### src/rtl/bb_spi_pkg.sv
`default_nettype none
// ============================================================================
// Module   : bb_spi_pkg
// Purpose  : Shared types and constants for the busy-beaver SPI reporter.
//            Holds the FSM state enum, command codes, the status version,
//            the response frame length and the CRC-8 polynomial.
// Macro    : BB_SPI_CRC_EN - when defined, the response frame carries a
//            trailing CRC-8 byte (10 bytes instead of 9).
// Revision : 1.0 - initial release
// ============================================================================
package bb_spi_pkg;

  typedef enum logic [1:0] {
    ST_IDLE = 2'd0,
    ST_CMD  = 2'd1,
    ST_RESP = 2'd2,
    ST_DONE = 2'd3
  } bb_spi_state_e;

  localparam logic [7:0] CMD_READ       = 8'h01;
  localparam logic [7:0] CMD_RESTART    = 8'h02;
  localparam logic [6:0] BB_SPI_VERSION = 7'h01;

  // Status byte plus eight count bytes; the CRC byte (if any) follows these.
  localparam int DATA_BYTES = 9;
`ifdef BB_SPI_CRC_EN
  localparam int RESP_BYTES = 10;
`else
  localparam int RESP_BYTES = 9;
`endif
  localparam int DATA_BITS  = DATA_BYTES * 8;
  localparam int FRAME_BITS = RESP_BYTES * 8;

  localparam logic [7:0] CRC8_POLY = 8'h07;

  // One MSB-first serial step of CRC-8 (no reflection).
  function automatic logic [7:0] crc8_step(input logic [7:0] crc, input logic din);
    crc8_step = {crc[6:0], 1'b0} ^ ((crc[7] ^ din) ? CRC8_POLY : 8'h00);
  endfunction

endpackage
`default_nettype wire

### src/rtl/bb_spi_sync.sv
`default_nettype none
// ============================================================================
// Module   : bb_spi_sync
// Purpose  : Brings the asynchronous SPI pins into the clk domain and
//            derives edge strobes from the synchronised sclk and cs_n.
// Ports    : clk, rst_n        - system clock, sync active-low reset
//            sclk_i/cs_n_i/mosi_i - raw SPI pins
//            sclk_rise_o/sclk_fall_o - one-cycle strobes on synced sclk edges
//            cs_n_o            - synchronised chip select
//            cs_fall_o/cs_rise_o - one-cycle strobes on synced cs_n edges
//            mosi_o            - synchronised mosi (same depth as sclk)
// Revision : 1.0 - initial release
// ============================================================================
module bb_spi_sync
  import bb_spi_pkg::*;
#(
  parameter int SYNC_STAGES = 2
) (
  input  logic clk,
  input  logic rst_n,
  input  logic sclk_i,
  input  logic cs_n_i,
  input  logic mosi_i,
  output logic sclk_rise_o,
  output logic sclk_fall_o,
  output logic cs_n_o,
  output logic cs_fall_o,
  output logic cs_rise_o,
  output logic mosi_o
);

  logic [SYNC_STAGES-1:0] sclk_ff_q;
  logic [SYNC_STAGES-1:0] cs_ff_q;
  logic [SYNC_STAGES-1:0] mosi_ff_q;
  logic                   sclk_prev_q;
  logic                   cs_prev_q;

  // cs_n history resets low: if the host is still holding cs_n low when
  // reset releases, no falling edge is seen until cs_n has gone high again,
  // so a frame interrupted by reset is never resumed half-way.
  always_ff @(posedge clk) begin
    if (!rst_n) begin
      sclk_ff_q   <= '0;
      cs_ff_q     <= '0;
      mosi_ff_q   <= '0;
      sclk_prev_q <= 1'b0;
      cs_prev_q   <= 1'b0;
    end else begin
      sclk_ff_q   <= {sclk_ff_q[SYNC_STAGES-2:0], sclk_i};
      cs_ff_q     <= {cs_ff_q[SYNC_STAGES-2:0], cs_n_i};
      mosi_ff_q   <= {mosi_ff_q[SYNC_STAGES-2:0], mosi_i};
      sclk_prev_q <= sclk_ff_q[SYNC_STAGES-1];
      cs_prev_q   <= cs_ff_q[SYNC_STAGES-1];
    end
  end

  assign sclk_rise_o = sclk_ff_q[SYNC_STAGES-1] & ~sclk_prev_q;
  assign sclk_fall_o = ~sclk_ff_q[SYNC_STAGES-1] & sclk_prev_q;
  assign cs_n_o      = cs_ff_q[SYNC_STAGES-1];
  assign cs_fall_o   = ~cs_ff_q[SYNC_STAGES-1] & cs_prev_q;
  assign cs_rise_o   = cs_ff_q[SYNC_STAGES-1] & ~cs_prev_q;
  assign mosi_o      = mosi_ff_q[SYNC_STAGES-1];

endmodule
`default_nettype wire

### src/rtl/bb_spi_reporter.sv
`default_nettype none
// ============================================================================
// Module   : bb_spi_reporter
// Purpose  : SPI mode-0 responder exposing the busy-beaver core's step count
//            and halt flag to an external host, and letting the host pulse
//            the core's reset. All SPI pins are oversampled in clk.
// Ports    : clk, rst_n   - system clock, synchronous active-low reset
//            count, halt  - live core state, snapshotted at READ decode
//            sclk, cs_n, mosi - SPI pins from the host (asynchronous)
//            miso, miso_oe    - SPI data out and its tristate enable
//            bb_rst_n     - active-low reset to the core
// Macro    : BB_SPI_CRC_EN - append a serial CRC-8 byte to the READ frame.
// Revision : 1.0 - initial release
// ============================================================================
module bb_spi_reporter
  import bb_spi_pkg::*;
#(
  parameter int SYNC_STAGES    = 2,
  parameter int RESTART_CYCLES = 4
) (
  input  logic        clk,
  input  logic        rst_n,
  input  logic [63:0] count,
  input  logic        halt,
  input  logic        sclk,
  input  logic        cs_n,
  input  logic        mosi,
  output logic        miso,
  output logic        miso_oe,
  output logic        bb_rst_n
);

  localparam int         PW           = $clog2(RESTART_CYCLES + 1);
  localparam logic [6:0] LAST_CMD_BIT = 7'd7;
  localparam logic [6:0] FRAME_END    = 7'(FRAME_BITS);
`ifdef BB_SPI_CRC_EN
  localparam logic [6:0] DATA_END     = 7'(DATA_BITS);
`endif

  logic sclk_rise;
  logic sclk_fall;
  logic cs_n_s;
  logic cs_fall;
  logic cs_rise;
  logic mosi_s;

  bb_spi_sync #(
    .SYNC_STAGES (SYNC_STAGES)
  ) u_sync (
    .clk         (clk),
    .rst_n       (rst_n),
    .sclk_i      (sclk),
    .cs_n_i      (cs_n),
    .mosi_i      (mosi),
    .sclk_rise_o (sclk_rise),
    .sclk_fall_o (sclk_fall),
    .cs_n_o      (cs_n_s),
    .cs_fall_o   (cs_fall),
    .cs_rise_o   (cs_rise),
    .mosi_o      (mosi_s)
  );

  bb_spi_state_e        state_q, state_d;
  logic [6:0]           bitcnt_q, bitcnt_d;
  logic [7:0]           cmd_q, cmd_d;
  // Snapshot of {halt, version, count}; doubles as the output shifter.
  logic [DATA_BITS-1:0] resp_q, resp_d;
  logic                 miso_q, miso_d;
  logic                 restart_req_q, restart_req_d;
  logic [PW-1:0]        pulse_q, pulse_d;
`ifdef BB_SPI_CRC_EN
  logic [7:0]           crc_q, crc_d;
`endif

  logic [7:0] cmd_shift;
  assign cmd_shift = {cmd_q[6:0], mosi_s};

  always_ff @(posedge clk) begin
    if (!rst_n) begin
      state_q       <= ST_IDLE;
      bitcnt_q      <= '0;
      cmd_q         <= '0;
      resp_q        <= '0;
      miso_q        <= 1'b0;
      restart_req_q <= 1'b0;
      pulse_q       <= '0;
`ifdef BB_SPI_CRC_EN
      crc_q         <= '0;
`endif
    end else begin
      state_q       <= state_d;
      bitcnt_q      <= bitcnt_d;
      cmd_q         <= cmd_d;
      resp_q        <= resp_d;
      miso_q        <= miso_d;
      restart_req_q <= restart_req_d;
      pulse_q       <= pulse_d;
`ifdef BB_SPI_CRC_EN
      crc_q         <= crc_d;
`endif
    end
  end

  always_comb begin
    state_d       = state_q;
    bitcnt_d      = bitcnt_q;
    cmd_d         = cmd_q;
    resp_d        = resp_q;
    miso_d        = miso_q;
    restart_req_d = restart_req_q;
    pulse_d       = (pulse_q != '0) ? (pulse_q - PW'(1)) : pulse_q;
`ifdef BB_SPI_CRC_EN
    crc_d         = crc_q;
`endif

    if (cs_rise) begin
      // Deselect beats any coincident sclk edge. A pulse already running is
      // never re-armed, so a second RESTART cannot stretch it.
      state_d       = ST_IDLE;
      bitcnt_d      = '0;
      cmd_d         = '0;
      miso_d        = 1'b0;
      restart_req_d = 1'b0;
      if (restart_req_q && (pulse_q == '0)) begin
        pulse_d = PW'(RESTART_CYCLES);
      end
    end else begin
      case (state_q)
        ST_IDLE: begin
          miso_d = 1'b0;
          if (cs_fall) begin
            state_d  = ST_CMD;
            bitcnt_d = '0;
            cmd_d    = '0;
          end
        end

        ST_CMD: begin
          miso_d = 1'b0;
          if (sclk_rise) begin
            cmd_d    = cmd_shift;
            bitcnt_d = bitcnt_q + 7'd1;
            if (bitcnt_q == LAST_CMD_BIT) begin
              bitcnt_d = '0;
              if (cmd_shift == CMD_READ) begin
                // Atomic capture in the same cycle the 8th rise is seen.
                resp_d  = {halt, BB_SPI_VERSION, count};
                state_d = ST_RESP;
`ifdef BB_SPI_CRC_EN
                crc_d   = '0;
`endif
              end else if (cmd_shift == CMD_RESTART) begin
                restart_req_d = 1'b1;
                state_d       = ST_DONE;
              end else begin
                state_d = ST_DONE;
              end
            end
          end
        end

        ST_RESP: begin
          // The fall that closes the command byte already presents bit 0,
          // so each fall here puts the next frame bit on miso. The fall
          // after the last bit returns miso to 0.
          if (sclk_fall) begin
            if (bitcnt_q == FRAME_END) begin
              miso_d  = 1'b0;
              state_d = ST_DONE;
            end else begin
              bitcnt_d = bitcnt_q + 7'd1;
`ifdef BB_SPI_CRC_EN
              if (bitcnt_q < DATA_END) begin
                miso_d = resp_q[DATA_BITS-1];
                resp_d = {resp_q[DATA_BITS-2:0], 1'b0};
                crc_d  = crc8_step(crc_q, resp_q[DATA_BITS-1]);
              end else begin
                miso_d = crc_q[7];
                crc_d  = {crc_q[6:0], 1'b0};
              end
`else
              miso_d = resp_q[DATA_BITS-1];
              resp_d = {resp_q[DATA_BITS-2:0], 1'b0};
`endif
            end
          end
        end

        ST_DONE: begin
          miso_d = 1'b0;
        end

        default: begin
          state_d = ST_IDLE;
          miso_d  = 1'b0;
        end
      endcase
    end
  end

  assign miso     = miso_q;
  // Follows synced cs_n, but only for a selection that began with a seen
  // falling edge (cs_fall covers the cycle before the FSM leaves IDLE).
  assign miso_oe  = ~cs_n_s & ((state_q != ST_IDLE) | cs_fall);
  assign bb_rst_n = rst_n & ~(pulse_q != '0);

endmodule
`default_nettype wire
### config.mk
export PLATFORM = sky130hd
export DESIGN_NAME = bb_spi_reporter
export DESIGN_NICKNAME = d
export VERILOG_FILES = /design/src/rtl/bb_spi_pkg.sv /design/src/rtl/bb_spi_sync.sv /design/src/rtl/bb_spi_reporter.sv
export SDC_FILE = /design/constraint.sdc
export NUM_CORES = 1
export LEC_CHECK = 0
export ABC_AREA = 1
export BUFFER_PORTS_ARGS = -buffer_cell sky130_fd_sc_hd__buf_2
export CORE_ASPECT_RATIO = 0.8
export CORE_UTILIZATION = 32
export CTS_BUF_LIST = sky130_fd_sc_hd__clkbuf_8
export DETAILED_ROUTE_END_ITERATION = 8
export GPL_ROUTABILITY_DRIVEN = 0
export HOLD_SLACK_MARGIN = 0.15
export PLACE_DENSITY_LB_ADDON = 0.1
export SLEW_MARGIN = 20
export SYNTH_ARGS = -nofsm -noshare
export SYNTH_HDL_FRONTEND = slang
export SYNTH_SLANG_ARGS = --single-unit
### constraint.sdc
create_clock -name clk -period 5.1 [get_ports clk]
set_input_delay 0.765 -clock clk [delete_from_list [all_inputs] [get_ports clk]]
set_output_delay 0.765 -clock clk [all_outputs]
set_load 0.005 [all_outputs]
==> Word level (Yosys, flattened, before mapping) <==
Index checks and enable logic that the tools add are counted.
{ "classes": {"n_reduce_logical": 15, "bitwise_logic": 15, "n_addsub": 2, "n_mux": 28, "n_eq_ne": 14} }
{ "op_table": {"columns": ["operator", "n"], "rows": [
  ["72-bit two-way mux", 5],
  ["72-bit case mux with 2 select lines", 1],
  ["7-bit two-way mux", 7],
  ["7-bit case mux with 3 select lines", 1],
  ["2-bit != test (second input constant)", 7],
  ["7-bit case mux with 2 select lines", 1],
  ["2-bit two-way mux", 5],
  ["5-bit AND reduction", 2],
  ["3-bit two-way mux", 3],
  ["8-bit by 1-bit equality test with 1-bit output (second input constant)", 1],
  ["8-bit by 2-bit equality test with 1-bit output (second input constant)", 1],
  ["1-bit NOT", 8],
  ["7-bit by 1-bit adder with 7-bit output (second input constant)", 1],
  ["7-bit by 3-bit equality test with 1-bit output (second input constant)", 1],
  ["7-bit equality test (second input constant)", 1],
  ["7-bit AND reduction", 1],
  ["1-bit AND", 6],
  ["2-bit case mux with 3 select lines", 1],
  ["6-bit AND reduction", 1],
  ["2-bit nonzero test", 3],
  ["3-bit nonzero test", 2],
  ["2-bit equality test (second input constant)", 2],
  ["3-bit logical NOT", 1],
  ["1-bit two-way mux", 3],
  ["other kinds (9)", 9]
]} }
{ "totals": {"out_inout_bits": 3, "inputBits": 70, "register_bits": 101, "wordCells": 86} }

==> Depth between registers and ports, before layout <==
{ "depth": {"ltp_word": 5, "depth_mapped": 11, "mapped_depth_nobuf": 10} }

==> Hierarchy <==
Synthesis repeated with hierarchy kept, for this count alone.
{ "unflattened": {"cells_unflattened": 699, "hier_area_um2": 5151.2} }
{ "modules_own_cells": {"columns": ["mod", "seq_area_each_um2", "area_per_inst_um2", "instances", "cells_each"], "rows": [
  ["bb_spi_reporter", 1861.8, 4895.9, 1, 666],
  ["bb_spi_sync", 160.2, 255.2, 1, 33]
]} }

==> Least setup slack after synthesis <==
Ideal clock, no wire load.
{ "synth_timing": {"path_type": "input to output", "start": "input rst_n", "end": "output bb_rst_n", "required_time_ns": 4.335, "t_arrival_ns": 1.222, "path_slack_ns": 3.113, "cell_stages": 3, "path_buffers": 1, "path_cell_list": "clkbuf_1 > inv_1 > nor2_1"} }
{ "synth_via": {"elab_chain_cells": 1} }
{ "synth_lines": {"columns": ["element", "line_no", "source"], "rows": [
  ["start: declaration", "bb_spi_reporter.sv:22", "input logic rst_n,"],
  ["1-bit AND", "bb_spi_reporter.sv:205", "assign bb_rst_n = rst_n & ~(pulse_q != '0);"],
  ["end: declaration", "bb_spi_reporter.sv:30", "output logic bb_rst_n"]
]} }
No other way between the ends.

==> Worst setup path in the final report <==
{ "layout_timing": {"start": "register state_q[0]", "end": "register resp_q[55]"} }
{ "layout_via": {"elab_chain_cells": 3, "elab_cells_between_ends": 10, "classes_between": "7 x eq/ne; 1 x mux; 2 x reduce/logical"} }
{ "layout_lines": {"columns": ["element", "line_no", "source"], "rows": [
  ["start: declaration", "bb_spi_reporter.sv:63", "bb_spi_state_e state_q, state_d;"],
  ["start signal: assignment", "bb_spi_reporter.sv:91", "state_q <= state_d;"],
  ["2-bit by 1-bit equality test with 1-bit output or 2-bit equality test (tied branches)", "bb_spi_reporter.sv:128", "case (state_q)"],
  ["2-bit != test (no source line) or 2-bit nonzero test (tied branches)", null, null],
  ["7-bit AND reduction (no source line)", null, null],
  ["end signal: assignment", "bb_spi_reporter.sv:94", "resp_q <= resp_d;"],
  ["end: declaration", "bb_spi_reporter.sv:67", "logic [DATA_BITS-1:0] resp_q, resp_d;"]
]} }
Several ways; a longest one is shown, not always the timed one.
A chain may end at the register's enable or synchronous reset.

==> summary.md <==
| Metric | Value |
|---|---|
| Outcome | completed |
| Commonest non-fill, non-tap cell in the layout | nand2_1 |
| RSZ-0062 raised after global routing | no |
| Post-synth top area share | 41.65% |
| Setup bufs post-CTS | 0 |
| Via/cell ratio | 4.300 |
| Worst EP required | approximately 5.4 ns |
| Worst Reg-to-Reg Cells | 11 |
| FF+latch count, synth | between 100 and 150 |
| Syn avg cell area | 7.108 um2 |
| Mapped Area | about 4900 um2 |
| # setup viols final | 0 |
| Critical path startpoint category | flip-flop |
| Commonest non-fill, non-tap cells in the layout | nand2_1, nor2_1, dfxtp_1 |
| Non-filler cells, final | just over 900 |
| Synth area leader | dfxtp_1 |
| Slew @ Worst Pin | approximately 0.85 ns |
| Util after Layout | 37.84% |
| Crit path DAT | 2.60 ns |
| Worst-skew pair later-pin latency | between 0.3 and 0.4 ns |
| Max_cap viols | 0 |
| CTS Hold Buffers Added | 0 |
| Post-Syn Nets | around 760 |
| DIE HEIGHT | approximately 110 um |
| Hold WC Path Type | flip-flop to flip-flop |
| Die X | between 100 and 150 um |
| First-pass iteration count of the detailed router | 4 |
| Final min period | 2.327 ns |
| Post-Place Worst Slack | between 2 and 3 ns |
| FP Rows | 39 |
| Max_slew headroom | a little over two fifths |
| Post-synthesis sequential area ratio | 41.65% |
| Vias in the first global route | approximately 3700 |
| Worst hold path depth | 2 |
| Final hold vios | 0 |
| I/O Buffers | 72 |
| Initial core utilization | approximately 33% |
| Total track usage | 13.63% |
| Worst Slack Setup Final | about 2.8 ns |
| Clock power frac | ~27% |
| First-pass GRT wire length | between 15 and 20 mm |
| Post_cts resized | 0 |
| Synth Instances | ~680 |
| HPWL Detailed | 6.740 mm |
| CTS Root Cell | clkbuf_8 |
| Ys Warns | 0 |
| F_max | 429.7 MHz |
| Layout area overhead | 13.35% |
| Leakage | between 2 and 2.5 nW |
| Final wirelength | 10.24 mm |
| Clk sinks | slightly above 100 |
| Combinational power share | 23.5% |
| Core ar. | approximately 15000 um2 |
| Nets | between 800 and 900 |
| Final setup TNS | 0 ns |
| Top post-synthesis cells by area | dfxtp_1, nand2_1, nor2_1, mux2i_1, inv_1 |
| Num CTS Buffers | 9 |
| Switching share of power | 31.98% |
| Switching power total | ~0.00063 W |
| Fin crit share | a little under half |
| R2R setup slack | between 2 and 3 ns |
| Critical Path End Type | flip-flop |
| Reg power frac | 49.5% |
| Netlist cell types | 21 |
| Drt wl/cell | around 11 um |
| Clock transition at the registers of the reported paths | about 0.10 ns |
| I/O pin count | 73 |
| Number of DRC markers in iteration 0 | about 150 |
| Setup Skew | around 0.012 ns |
| Int Pwr | 0.001341 W |
| Max Root-Sink Buffers | 2 |
| Vias | approximately 4000 |
| Total gr overflow | 0 |
| Final Max Tran Viols | 0 |
| Layout cells sized above 1 | between 10 and 15% |
| Post-Place Cells | just over 900 |
| Overall power | between 0.0015 and 0.002 W |
| Die Area | roughly 16000 um2 |
| Crit Path Max Fanout | 73 |
| Setup CP Type | flip-flop to flip-flop |
| Worst VDD drop | 0.0001243 V |
| Antenna viol nets, final | 0 |
| Initial antenna violation count | 1 |
| DRC errors left | 0 |
| Htree depth | 3 |
| Largest net degree at the start of global routing | 82 |
| CTS tree | built |
| Pwr/cell area | about 360 nW/um2 |
registers in the layout (all words and copies together) (netlist names):
register and cells:
restart_req_q 1, pulse_q 3, u_sync.sclk_prev_q 1, u_sync.cs_ff_q 2, cmd_q 7, u_sync.sclk_ff_q 2, u_sync.mosi_ff_q 2, miso 1
bitcnt_q 7, u_sync.cs_prev_q 1, resp_q 72, state_q 2
power groups by stage:
stage                     combinational, W  sequential, W  clock [W]
after floorplan                   0.000391       0.000977          0
after global placement            0.000457       0.000988          0
after detailed placement          0.000469       0.000993          0
after CTS                         0.000469       0.000976   0.000562
after global routing              0.000545       0.000991   0.000587
final                             0.000464       0.000975   0.000532
synth_stat cells:
master and count:
clkbuf_1 9, nor2_4 1, nand2_1 203, nor2_1 176, nor3b_1 1, o21bai_1 1
buf_2 16, a211oi_1 2, nor2_2 1, buf_1 2, nand4_1 5, dfxtp_1 101
clkinv_1 1, mux2i_1 64, inv_1 43, o21ai_0 17, xor2_1 2, ha_1 9
buf_6 7, nand3_1 10, a21oi_1 12
per-layer routing:
layer	GRT usage [%]	part of all wire (%)
met1	18.33	52
met2	21.17	42
met3	3.754	4.7
met4	4.249	1.1
met5	0	0
worst paths after layout:
| kind | startpoint | end |
|---|---|---|
| worst max-delay path | state_q[0] | resp_q[55] |
| worst min register to register | u_sync.cs_ff_q[0] | u_sync.cs_ff_q[1] |
| worst min-delay path | u_sync.cs_ff_q[0] | u_sync.cs_ff_q[1] |
| worst max register to register | state_q[0] | resp_q[55] |
metrics by stage:
stage                     instance area [um2]  hold WS [ns]
after floorplan                          4855        0.3905
after global routing                     5500        0.4454
after global placement                   5288        0.3981
after CTS                                5495        0.4245
after detailed placement                 5288        0.4002
final                                    5503        0.4211
worst max-delay path: stages (launching register included):
cell and delay [ns]:
dfxtp_1 0.38, inv_1 0.13, ha_4 0.31, nand2_1 0.18, nand2_1 0.11, nor2_1 0.09
nand2_1 0.09, nor2_4 0.11, buf_4 0.55, nand2_1 0.14, nand2_1 0.09, nor2_1 0.05
final cells by class:
type,instances,area (um2)
fillers,1538,9039
multi-input cells,504,2485
flip-flops and latches,101,2022
repair buffers,76,390.4
well taps,184,230.2
inverters,44,165.2
clock buffers,10,137.6
clock inverters,6,70.07
diodes,1,2.502
cell families (layout without fill, tap and decap cells):
logic type | count (synthesis) | count (layout) | synth area share, %
simple gates | 397 | 397 | 31.49
flops | 101 | 101 | 41.65
buf+inv | 78 | 136 | 7.526
mux | 64 | 64 | 13.20
compound gates | 32 | 32 | 3.454
fa+ha+maj | 9 | 9 | 2.320
xor+xnor | 2 | 2 | 0.3609
other cells | 0 | 1 | 0
Note: power is estimated with default switching activity, not from simulation.
